$ cat src/rtl/uart_top_afc.sv
// uart_top_afc: UART top with TX/RX FIFOs, baud generator, TX/RX cores,
// RTS/CTS auto flow control, RX error tags, sticky lsr, timeout and IRQ.
// Ports: clk/rst, i_rxd/o_txd, i_cts_n/o_rts_n, i_wr_en/i_wr_data,
//   i_rd_en/o_rd_data/o_rd_err/o_rx_valid, o_tx_level/o_rx_level,
//   line control, baud config, i_afc_en, i_rx_trig, i_ier, i_lsr_rd,
//   o_lsr, o_irq/o_irq_id.

module uart_afc_fifo #(
   parameter int W  = 8,
   parameter int D  = 16,
   parameter int LW = 5
) (
   input  logic          clk,
   input  logic          rst,
   input  logic          i_push,
   input  logic          i_pop,
   input  logic [W-1:0]  i_d,
   output logic [W-1:0]  o_q,
   output logic [LW-1:0] o_level
);
   localparam int AW = $clog2(D);
   logic [W-1:0]  r_mem [D];
   logic [AW-1:0] r_wp, r_rp;
   logic [LW-1:0] r_lvl;
   logic          w_push, w_pop;

   // Full is judged on the current level, so a same-cycle pop never
   // makes room for a push.
   assign w_push = i_push && (r_lvl != LW'(D));
   assign w_pop  = i_pop && (r_lvl != '0);

   always_ff @(posedge clk or posedge rst) begin
      if (rst) begin
         r_wp  <= '0;
         r_rp  <= '0;
         r_lvl <= '0;
      end else begin
         if (w_push) r_wp <= r_wp + 1'b1;
         if (w_pop)  r_rp <= r_rp + 1'b1;
         if (w_push && !w_pop)      r_lvl <= r_lvl + 1'b1;
         else if (w_pop && !w_push) r_lvl <= r_lvl - 1'b1;
      end
   end

   always_ff @(posedge clk) begin
      if (w_push) r_mem[r_wp] <= i_d;
   end

   assign o_q     = r_mem[r_rp];
   assign o_level = r_lvl;
endmodule

module uart_top_afc #(
   parameter int DL_WIDTH   = 16,
   parameter int PSD_WIDTH  = 4,
   parameter int FIFO_DEPTH = 16,
   parameter int TOUT_BITS  = 40,
   localparam int LW = $clog2(FIFO_DEPTH + 1)
) (
   input  logic                 clk,
   input  logic                 rst,
   input  logic                 i_rxd,
   output logic                 o_txd,
   input  logic                 i_cts_n,
   output logic                 o_rts_n,
   input  logic                 i_wr_en,
   input  logic [7:0]           i_wr_data,
   input  logic                 i_rd_en,
   output logic [7:0]           o_rd_data,
   output logic [2:0]           o_rd_err,
   output logic                 o_rx_valid,
   output logic [LW-1:0]        o_tx_level,
   output logic [LW-1:0]        o_rx_level,
   input  logic [1:0]           i_stop_bits,
   input  logic                 i_parity_en,
   input  logic                 i_parity_even,
   input  logic [3:0]           i_data_bits,
   input  logic [DL_WIDTH-1:0]  i_divisor_latch,
   input  logic [PSD_WIDTH-1:0] i_psd,
   input  logic                 i_new_baud,
   input  logic                 i_afc_en,
   input  logic [1:0]           i_rx_trig,
   input  logic [3:0]           i_ier,
   input  logic                 i_lsr_rd,
   output logic [2:0]           o_lsr,
   output logic                 o_irq,
   output logic [2:0]           o_irq_id
);
   localparam int TW = $clog2(TOUT_BITS + 1);

   typedef enum logic [2:0] {
      S_IDLE, S_START, S_DATA, S_PAR, S_STOP, S_WAIT
   } state_t;

   // baud generator: r_t16 is the 16x oversample tick, r_btick one per bit
   logic [DL_WIDTH-1:0]  r_dl, r_dcnt;
   logic [PSD_WIDTH-1:0] r_psd, r_pcnt;
   logic [3:0]           r_t16cnt;
   logic                 r_t16, r_btick;

   always_ff @(posedge clk or posedge rst) begin
      if (rst) begin
         r_dl     <= DL_WIDTH'(1);
         r_psd    <= '0;
         r_pcnt   <= '0;
         r_dcnt   <= '0;
         r_t16cnt <= '0;
         r_t16    <= 1'b0;
         r_btick  <= 1'b0;
      end else begin
         r_t16   <= 1'b0;
         r_btick <= 1'b0;
         if (i_new_baud) begin
            r_dl   <= (i_divisor_latch == '0) ? DL_WIDTH'(1) : i_divisor_latch;
            r_psd  <= i_psd;
            r_pcnt <= '0;
            r_dcnt <= '0;
         end else if (r_pcnt != r_psd) begin
            r_pcnt <= r_pcnt + 1'b1;
         end else begin
            r_pcnt <= '0;
            if (r_dcnt == r_dl - 1'b1) begin
               r_dcnt   <= '0;
               r_t16    <= 1'b1;
               r_t16cnt <= r_t16cnt + 1'b1;
               if (r_t16cnt == 4'hF) r_btick <= 1'b1;
            end else begin
               r_dcnt <= r_dcnt + 1'b1;
            end
         end
      end
   end

   // synchronisers; both idle high
   logic r_cts1, r_cts_s, r_rx1, r_rx_s;
   always_ff @(posedge clk or posedge rst) begin
      if (rst) begin
         r_cts1  <= 1'b1;
         r_cts_s <= 1'b1;
         r_rx1   <= 1'b1;
         r_rx_s  <= 1'b1;
      end else begin
         r_cts1  <= i_cts_n;
         r_cts_s <= r_cts1;
         r_rx1   <= i_rxd;
         r_rx_s  <= r_rx1;
      end
   end

   logic [3:0] w_nbits;
   logic [2:0] w_last;
   logic [7:0] w_mask;
   assign w_nbits = (i_data_bits > 4'd8) ? 4'd8 :
                    (i_data_bits < 4'd5) ? 4'd5 : i_data_bits;
   assign w_last  = 3'(w_nbits - 4'd1);
   assign w_mask  = 8'hFF >> (4'd8 - w_nbits);

   // TX path
   logic [7:0]    w_tx_q;
   logic [LW-1:0] w_tx_lvl;
   logic          w_launch, w_tend;
   state_t        r_txst;
   logic [7:0]    r_tsh;
   logic [4:0]    r_tcnt, w_tlim;
   logic [2:0]    r_tbit;
   logic          r_tpar, r_txd;

   assign w_launch = (r_txst == S_IDLE) && (w_tx_lvl != '0) &&
                     (!i_afc_en || !r_cts_s);

   uart_afc_fifo #(.W(8), .D(FIFO_DEPTH), .LW(LW)) u_txf (
      .clk(clk), .rst(rst), .i_push(i_wr_en), .i_pop(w_launch),
      .i_d(i_wr_data), .o_q(w_tx_q), .o_level(w_tx_lvl)
   );

   // stop length in 16x ticks: 1, 1.5 or 2 bits
   assign w_tlim = (r_txst != S_STOP)    ? 5'd15 :
                   (i_stop_bits == 2'd0) ? 5'd15 :
                   (i_stop_bits == 2'd1) ? 5'd23 : 5'd31;
   assign w_tend = r_t16 && (r_tcnt == w_tlim);

   always_ff @(posedge clk or posedge rst) begin
      if (rst) begin
         r_txst <= S_IDLE;
         r_txd  <= 1'b1;
         r_tsh  <= '0;
         r_tpar <= 1'b0;
         r_tcnt <= '0;
         r_tbit <= '0;
      end else begin
         if (r_txst != S_IDLE && r_t16)
            r_tcnt <= w_tend ? 5'd0 : r_tcnt + 1'b1;
         case (r_txst)
            S_IDLE: if (w_launch) begin
               r_txst <= S_START;
               r_txd  <= 1'b0;
               r_tsh  <= w_tx_q & w_mask;
               r_tpar <= (^(w_tx_q & w_mask)) ^ ~i_parity_even;
               r_tcnt <= '0;
               r_tbit <= '0;
            end
            S_START: if (w_tend) begin
               r_txst <= S_DATA;
               r_txd  <= r_tsh[0];
            end
            S_DATA: if (w_tend) begin
               if (r_tbit == w_last) begin
                  r_txst <= i_parity_en ? S_PAR : S_STOP;
                  r_txd  <= i_parity_en ? r_tpar : 1'b1;
               end else begin
                  r_tbit <= r_tbit + 1'b1;
                  r_tsh  <= r_tsh >> 1;
                  r_txd  <= r_tsh[1];
               end
            end
            S_PAR: if (w_tend) begin
               r_txst <= S_STOP;
               r_txd  <= 1'b1;
            end
            S_STOP: if (w_tend) r_txst <= S_IDLE;
            default: begin
               r_txst <= S_IDLE;
               r_txd  <= 1'b1;
            end
         endcase
      end
   end

   // RX path: start validated at mid start bit, bits sampled mid-bit
   state_t     r_rxst;
   logic [3:0] r_rcnt;
   logic [2:0] r_rbit;
   logic [7:0] r_rsh, w_rdata;
   logic       r_rpar, r_rfe, r_store, w_rmid, w_pe, w_brk;

   assign w_rmid = r_t16 && (r_rcnt == 4'd15);

   always_ff @(posedge clk or posedge rst) begin
      if (rst) begin
         r_rxst  <= S_IDLE;
         r_rcnt  <= '0;
         r_rbit  <= '0;
         r_rsh   <= '0;
         r_rpar  <= 1'b0;
         r_rfe   <= 1'b0;
         r_store <= 1'b0;
      end else begin
         r_store <= 1'b0;
         if (r_t16 && r_rxst != S_IDLE && r_rxst != S_WAIT)
            r_rcnt <= r_rcnt + 1'b1;
         case (r_rxst)
            S_IDLE: if (r_t16 && !r_rx_s) begin
               r_rxst <= S_START;
               r_rcnt <= '0;
            end
            S_START: if (r_t16 && r_rcnt == 4'd7) begin
               r_rcnt <= '0;
               r_rbit <= '0;
               r_rxst <= r_rx_s ? S_IDLE : S_DATA;
            end
            S_DATA: if (w_rmid) begin
               r_rsh  <= {r_rx_s, r_rsh[7:1]};
               r_rbit <= r_rbit + 1'b1;
               if (r_rbit == w_last)
                  r_rxst <= i_parity_en ? S_PAR : S_STOP;
            end
            S_PAR: if (w_rmid) begin
               r_rpar <= r_rx_s;
               r_rxst <= S_STOP;
            end
            S_STOP: if (w_rmid) begin
               r_rfe   <= !r_rx_s;
               r_store <= 1'b1;
               r_rxst  <= S_WAIT;
            end
            // hold off a new start until the line returns high (break)
            S_WAIT: if (r_rx_s) r_rxst <= S_IDLE;
            default: r_rxst <= S_IDLE;
         endcase
      end
   end

   assign w_rdata = r_rsh >> (4'd8 - w_nbits);
   assign w_pe    = i_parity_en & ((^w_rdata) ^ r_rpar ^ ~i_parity_even);
   assign w_brk   = r_rfe && (w_rdata == 8'h00);

   logic [10:0]   w_rx_q;
   logic [LW-1:0] w_rx_lvl, w_trig;
   logic          w_rx_full;

   assign w_rx_full = (w_rx_lvl == LW'(FIFO_DEPTH));

   uart_afc_fifo #(.W(11), .D(FIFO_DEPTH), .LW(LW)) u_rxf (
      .clk(clk), .rst(rst), .i_push(r_store), .i_pop(i_rd_en),
      .i_d({w_brk, r_rfe, w_pe, w_rdata}), .o_q(w_rx_q), .o_level(w_rx_lvl)
   );

   assign w_trig = (i_rx_trig == 2'd0) ? LW'(1) :
                   (i_rx_trig == 2'd1) ? LW'(FIFO_DEPTH / 4) :
                   (i_rx_trig == 2'd2) ? LW'(FIFO_DEPTH / 2) :
                                         LW'(FIFO_DEPTH - 2);

   // status, flow control, timeout and interrupt
   logic [7:0]    r_rd_data;
   logic [2:0]    r_rd_err, r_lsr, r_irq_id, w_id;
   logic          r_rx_valid, r_rts_n, r_tout, r_irq;
   logic [TW-1:0] r_tocnt;

   always_comb begin
      w_id = 3'b000;
      if (i_ier[3] && r_lsr != 3'b000)   w_id = 3'b011;
      else if (i_ier[2] && w_rx_lvl >= w_trig) w_id = 3'b010;
      else if (i_ier[1] && r_tout)       w_id = 3'b110;
      else if (i_ier[0] && w_tx_lvl == '0) w_id = 3'b001;
   end

   always_ff @(posedge clk or posedge rst) begin
      if (rst) begin
         r_rd_data  <= '0;
         r_rd_err   <= '0;
         r_rx_valid <= 1'b0;
         r_lsr      <= '0;
         r_rts_n    <= 1'b1;
         r_tocnt    <= '0;
         r_tout     <= 1'b0;
         r_irq      <= 1'b0;
         r_irq_id   <= '0;
      end else begin
         r_rx_valid <= i_rd_en && (w_rx_lvl != '0);
         if (i_rd_en && w_rx_lvl != '0) begin
            r_rd_data <= w_rx_q[7:0];
            r_rd_err  <= w_rx_q[10:8];
         end
         // new errors are ORed after the clear so they survive lsr_rd
         r_lsr <= (i_lsr_rd ? 3'b000 : r_lsr) |
                  (r_store ? {w_rx_full, r_rfe, w_pe} : 3'b000);
         if (!i_afc_en)                r_rts_n <= 1'b0;
         else if (w_rx_lvl >= w_trig)  r_rts_n <= 1'b1;
         else if (w_rx_lvl == '0)      r_rts_n <= 1'b0;
         if (r_store || i_rd_en || w_rx_lvl == '0)
            r_tocnt <= '0;
         else if (r_btick && r_tocnt != TW'(TOUT_BITS))
            r_tocnt <= r_tocnt + 1'b1;
         if (i_rd_en)                          r_tout <= 1'b0;
         else if (r_tocnt == TW'(TOUT_BITS))   r_tout <= 1'b1;
         r_irq_id <= w_id;
         r_irq    <= (w_id != 3'b000);
      end
   end

   assign o_txd      = r_txd;
   assign o_rts_n    = r_rts_n;
   assign o_rd_data  = r_rd_data;
   assign o_rd_err   = r_rd_err;
   assign o_rx_valid = r_rx_valid;
   assign o_tx_level = w_tx_lvl;
   assign o_rx_level = w_rx_lvl;
   assign o_lsr      = r_lsr;
   assign o_irq      = r_irq;
   assign o_irq_id   = r_irq_id;
endmodule

$ cat config.mk
export PLATFORM = sky130hd
export DESIGN_NAME = uart_top_afc
export DESIGN_NICKNAME = d
export VERILOG_FILES = /design/src/rtl/uart_top_afc.sv
export SDC_FILE = /design/constraint.sdc
export NUM_CORES = 1
export LEC_CHECK = 0
export BUFFER_PORTS_ARGS = -buffer_cell sky130_fd_sc_hd__buf_2
export CAP_MARGIN = 20
export CORE_AREA = 2 2 193 195
export DETAILED_ROUTE_END_ITERATION = 10
export DIE_AREA = 0 0 195 197
export HOLD_SLACK_MARGIN = 0.06
export PLACE_DENSITY = 0.72
export SLEW_MARGIN = 0
export SYNTH_ARGS = -nofsm -noshare
export SYNTH_HDL_FRONTEND = slang
export SYNTH_SLANG_ARGS = --single-unit
$ cat constraint.sdc
create_clock -name clk -period 5.2 [get_ports clk]
set_input_delay 0.26 -clock clk [delete_from_list [all_inputs] [get_ports clk]]
set_output_delay 0.26 -clock clk [all_outputs]
set_load 0.02 [all_outputs]
==> impl_metrics.py <==
metrics = {
    "power_and_ir_drop": {
        "p_leak_nw": 8.85,
        "p_per_area_mw_per_mm2": 405,
        "vdd_drop_max_uv": 302,
    },
    "flow_run": {
        "maxCapViolations": 0,
    },
    "drt": {
        "wire_per_inst_um": 19.8,
        "wl_um": 38800,
        "ant_nets": 0,
        "vias": 11100,
        "vias_per_cell": 5.69,
        "drc": 0,
        "drtPass1Iterations": 6,
        "drtIter0Drc": 688,
    },
    "logic_synthesis": {
        "syn-cell-area_mm2": 0.0197,
        "synth.yosys.seq_area_share_pct": 64.8,
        "synth_edf_count": 304,
        "syn-num-nets": 1398,
        "ys_warn_count": 0,
        "synthArstFlopShare_pct": 32.3,
        "postSynthRegisterBits": 449,
        "synth_cell_types": 80,
        "ys.flop_type": "edfxtp_1",
        "avgSynthCellArea_um2": 15.1,
        "synth_cells": 1306,
    },
    "critical_path": {
        "crit_chain": "buf_2 > nand2_1 > o21bai_1 > ha_1 > xor2_1 > o21ai_0 > ha_1 > xor2_1 > xnor2_1 > nor2_1 > nor3b_2",
        "cp-start-kind": "primary input",
        "cpPeakStageDelay_ns": 0.76,
        "crit_fanout": 17,
        "crit_arrival_ns": 3.83,
        "worstPathRequired_ns": 5.43,
        "slowest_stage": "nor3b_2",
        "path_class": "primary input to flop",
        "critPathCaptureType": "flop",
        "rrSetupSlack_ns": 1.81,
    },
    "sta": {
        "relSlewSlack_pct": 26.2,
        "timing.fmax_mhz": 277,
        "finalMaxSlewViolations": 0,
        "rsz0062_at_grt": "no",
        "whs_ns": 0.0866,
        "fin_crit_sh_pct": 69.4,
        "timing.final.ws_setup_ns": 1.59,
        "finalHoldViolations": 0,
        "finClkSkew_ns": 0.0183,
        "period_minus_slack_ns": 3.61,
        "fin_setup_tns_ns": 0,
        "setup_viol": 0,
        "worst_pin_slew_ns": 1.10,
    },
    "floorplanning": {
        "start_util_pct": 54.4,
        "die_h_um": 197,
        "dieArea_mm2": 0.0384,
        "num_io_pins": 82,
        "coreArea_mm2": 0.0363,
        "rows": 70,
        "dieWidth_um": 195,
    },
    "clock_tree": {
        "htreeDepth": 2,
        "cts_buffers": 47,
        "clk_pin_slew_ns": 0.06,
        "clk_latency_ns": 0.57,
        "cts_buffer_depth": 3,
        "cts.sinks": 449,
        "root_buffer": "clkbuf_16",
        "cts_tree": "built",
    },
    "grt": {
        "grt_max_degree": 77,
        "met1_usage_pct": 26.6,
        "grt_util_met2_pct": 37.0,
        "grt_util_met3_pct": 3.03,
        "grt_busiest_layer": "met2",
        "grt_pass1_vias": 11500,
        "grt_pass1_wl_um": 62000,
        "overflow": 0,
        "antenna_found_initial": 0,
        "track_usage_pct": 20.9,
    },
    "final_layout": {
        "nNetsFinal": 1541,
        "insertedDiodeCount": 0,
        "mostFrequentLayoutCells": "edfxtp_1 (304), dfrtp_1 (136), nand2_1 (121), nor2_1 (104), mux4_2 (87)",
        "syn2layout_area_growth_pct": 14.5,
        "final_common_cell": "edfxtp_1",
        "nFillCells": 2655,
        "drive_above_1_share_pct": 22.3,
        "instances_no_fill": 1954,
    },
    "placed_design": {
        "hpwl_um": 24700,
        "routabilityCongestion": 0.801,
        "place_ws_ns": 1.02,
        "placedCellCount": 1824,
        "portBuffers": 81,
    },
    "min_path": {
        "hold_class": "primary input to flop",
    },
    "outcome": {
        "status": "completed",
    },
}
## metal layers
metal	share of wire, %	wire [um]	vias to the layer above
li1	-	-	5213
met2	52	20200	227
met1	42	16300	5622
met5	0	0	-
met4	2.2	854	0
met3	3.8	1470	61
## cells in the mapped netlist, drive strengths merged, types with 5 or more instances
master	n	share of area, %
o22ai	6	0.26
nand2	121	2.3
nor3b	5	0.19
mux2i	27	1.4
a221o	7	0.36
a21oi	19	0.50
o21ai	35	0.89
dfstp	7	0.93
nand4	14	0.44
buf	27	0.65
clkbuf	26	0.50
dfrtp	138	18
mux4	87	9.9
nor2	105	2.0
ha	39	2.5
or2	7	0.22
inv	44	0.84
mux2	34	2.0
nand3	17	0.43
o31ai	5	0.26
nor3	29	0.76
edfxtp	304	46
a21o	14	0.53
xnor2	51	2.3
xor2	35	1.6
and3	7	0.23
nor4	13	0.65
nand2b	14	0.44
## report_power, final
part / internal, W / total, W / switching [W]
registers: 0.00405 / 0.00429 / 0.000243
clock network: 0.00186 / 0.00320 / 0.00134
logic: 0.000788 / 0.00165 / 0.000860
total: 0.00670 / 0.00914 / 0.00244
## logic make-up (layout without fill, tap and decap cells)
group / count (synthesis) / after routing / synth area share, %
AOI/OAI and AO/OA: 132 / 132 / 4.71
xor gates and xnor gates: 87 / 87 / 3.94
adders and majority gates: 41 / 41 / 2.68
buffers and inverters: 97 / 277 / 1.98
DFF: 449 / 449 / 64.8
muxes: 148 / 148 / 13.3
and+or+nand+nor: 352 / 352 / 8.58
## per-stage QoR
step | cell area, um^2 | util (%) | total power [W]
finish | 22600 | 62.2 | 0.00914
global route | 22600 | 62.2 | 0.00955
CTS | 22500 | 62.0 | 0.00922
detailed placement | 20700 | 57.0 | 0.00598
global placement | 20700 | 57.0 | 0.00593
floorplan | 19700 | - | 0.00555
## critical path: cells and delay by family
| kind | cells | cell delay (ns) |
|---|---|---|
| compound gates | 2 | 0.92 |
| fa+ha+maj | 2 | 0.65 |
| simple gates | 3 | 0.94 |
| buf+inv | 1 | 0.08 |
| xor+xnor | 3 | 0.96 |
## cell type report
cell class	count	area (um^2)	area share [%]
inverter	44	170	0.754
tap	468	586	2.59
timing repair buffer	147	1020	4.52
multi-input combinational	760	6570	29.1
clock inverter	15	165	0.732
sequential	449	12800	56.6
clock buffer	71	1290	5.70
## final timing paths
path,startpoint,endpoint,depth (start not counted)
max,i_data_bits[1],u_rxf.r_mem[6][8],11
min,i_wr_data[2],u_txf.r_mem[12][2],1
max reg2reg,u_txf.r_rp[0],r_tpar,8
min reg2reg,r_cts1,r_cts_s,0
max in group asynchronous,rst,u_rxf.o_level[0],4
min in group asynchronous,rst,r_dl[14],3
## what timing repair did
item	in CTS	in global routing
gates resized for setup	0	0
hold buffers	38	0
endpoints found under the setup margin	0	0
hold endpoints to repair	152	0
buffers inserted	0	0
## state kept, by name, indices dropped and copies added (netlist names), 5 cells and up
signal / cells
u_rxf.r_mem: 176
u_rxf.o_level: 5
u_txf.o_level: 5
u_txf.r_mem: 128
r_rsh: 8
r_tsh: 8
r_tocnt: 6
r_tcnt: 5
r_dcnt: 16
r_dl: 16
o_rd_data: 8
No activity file was read; power rests on OpenSTA's default activity.
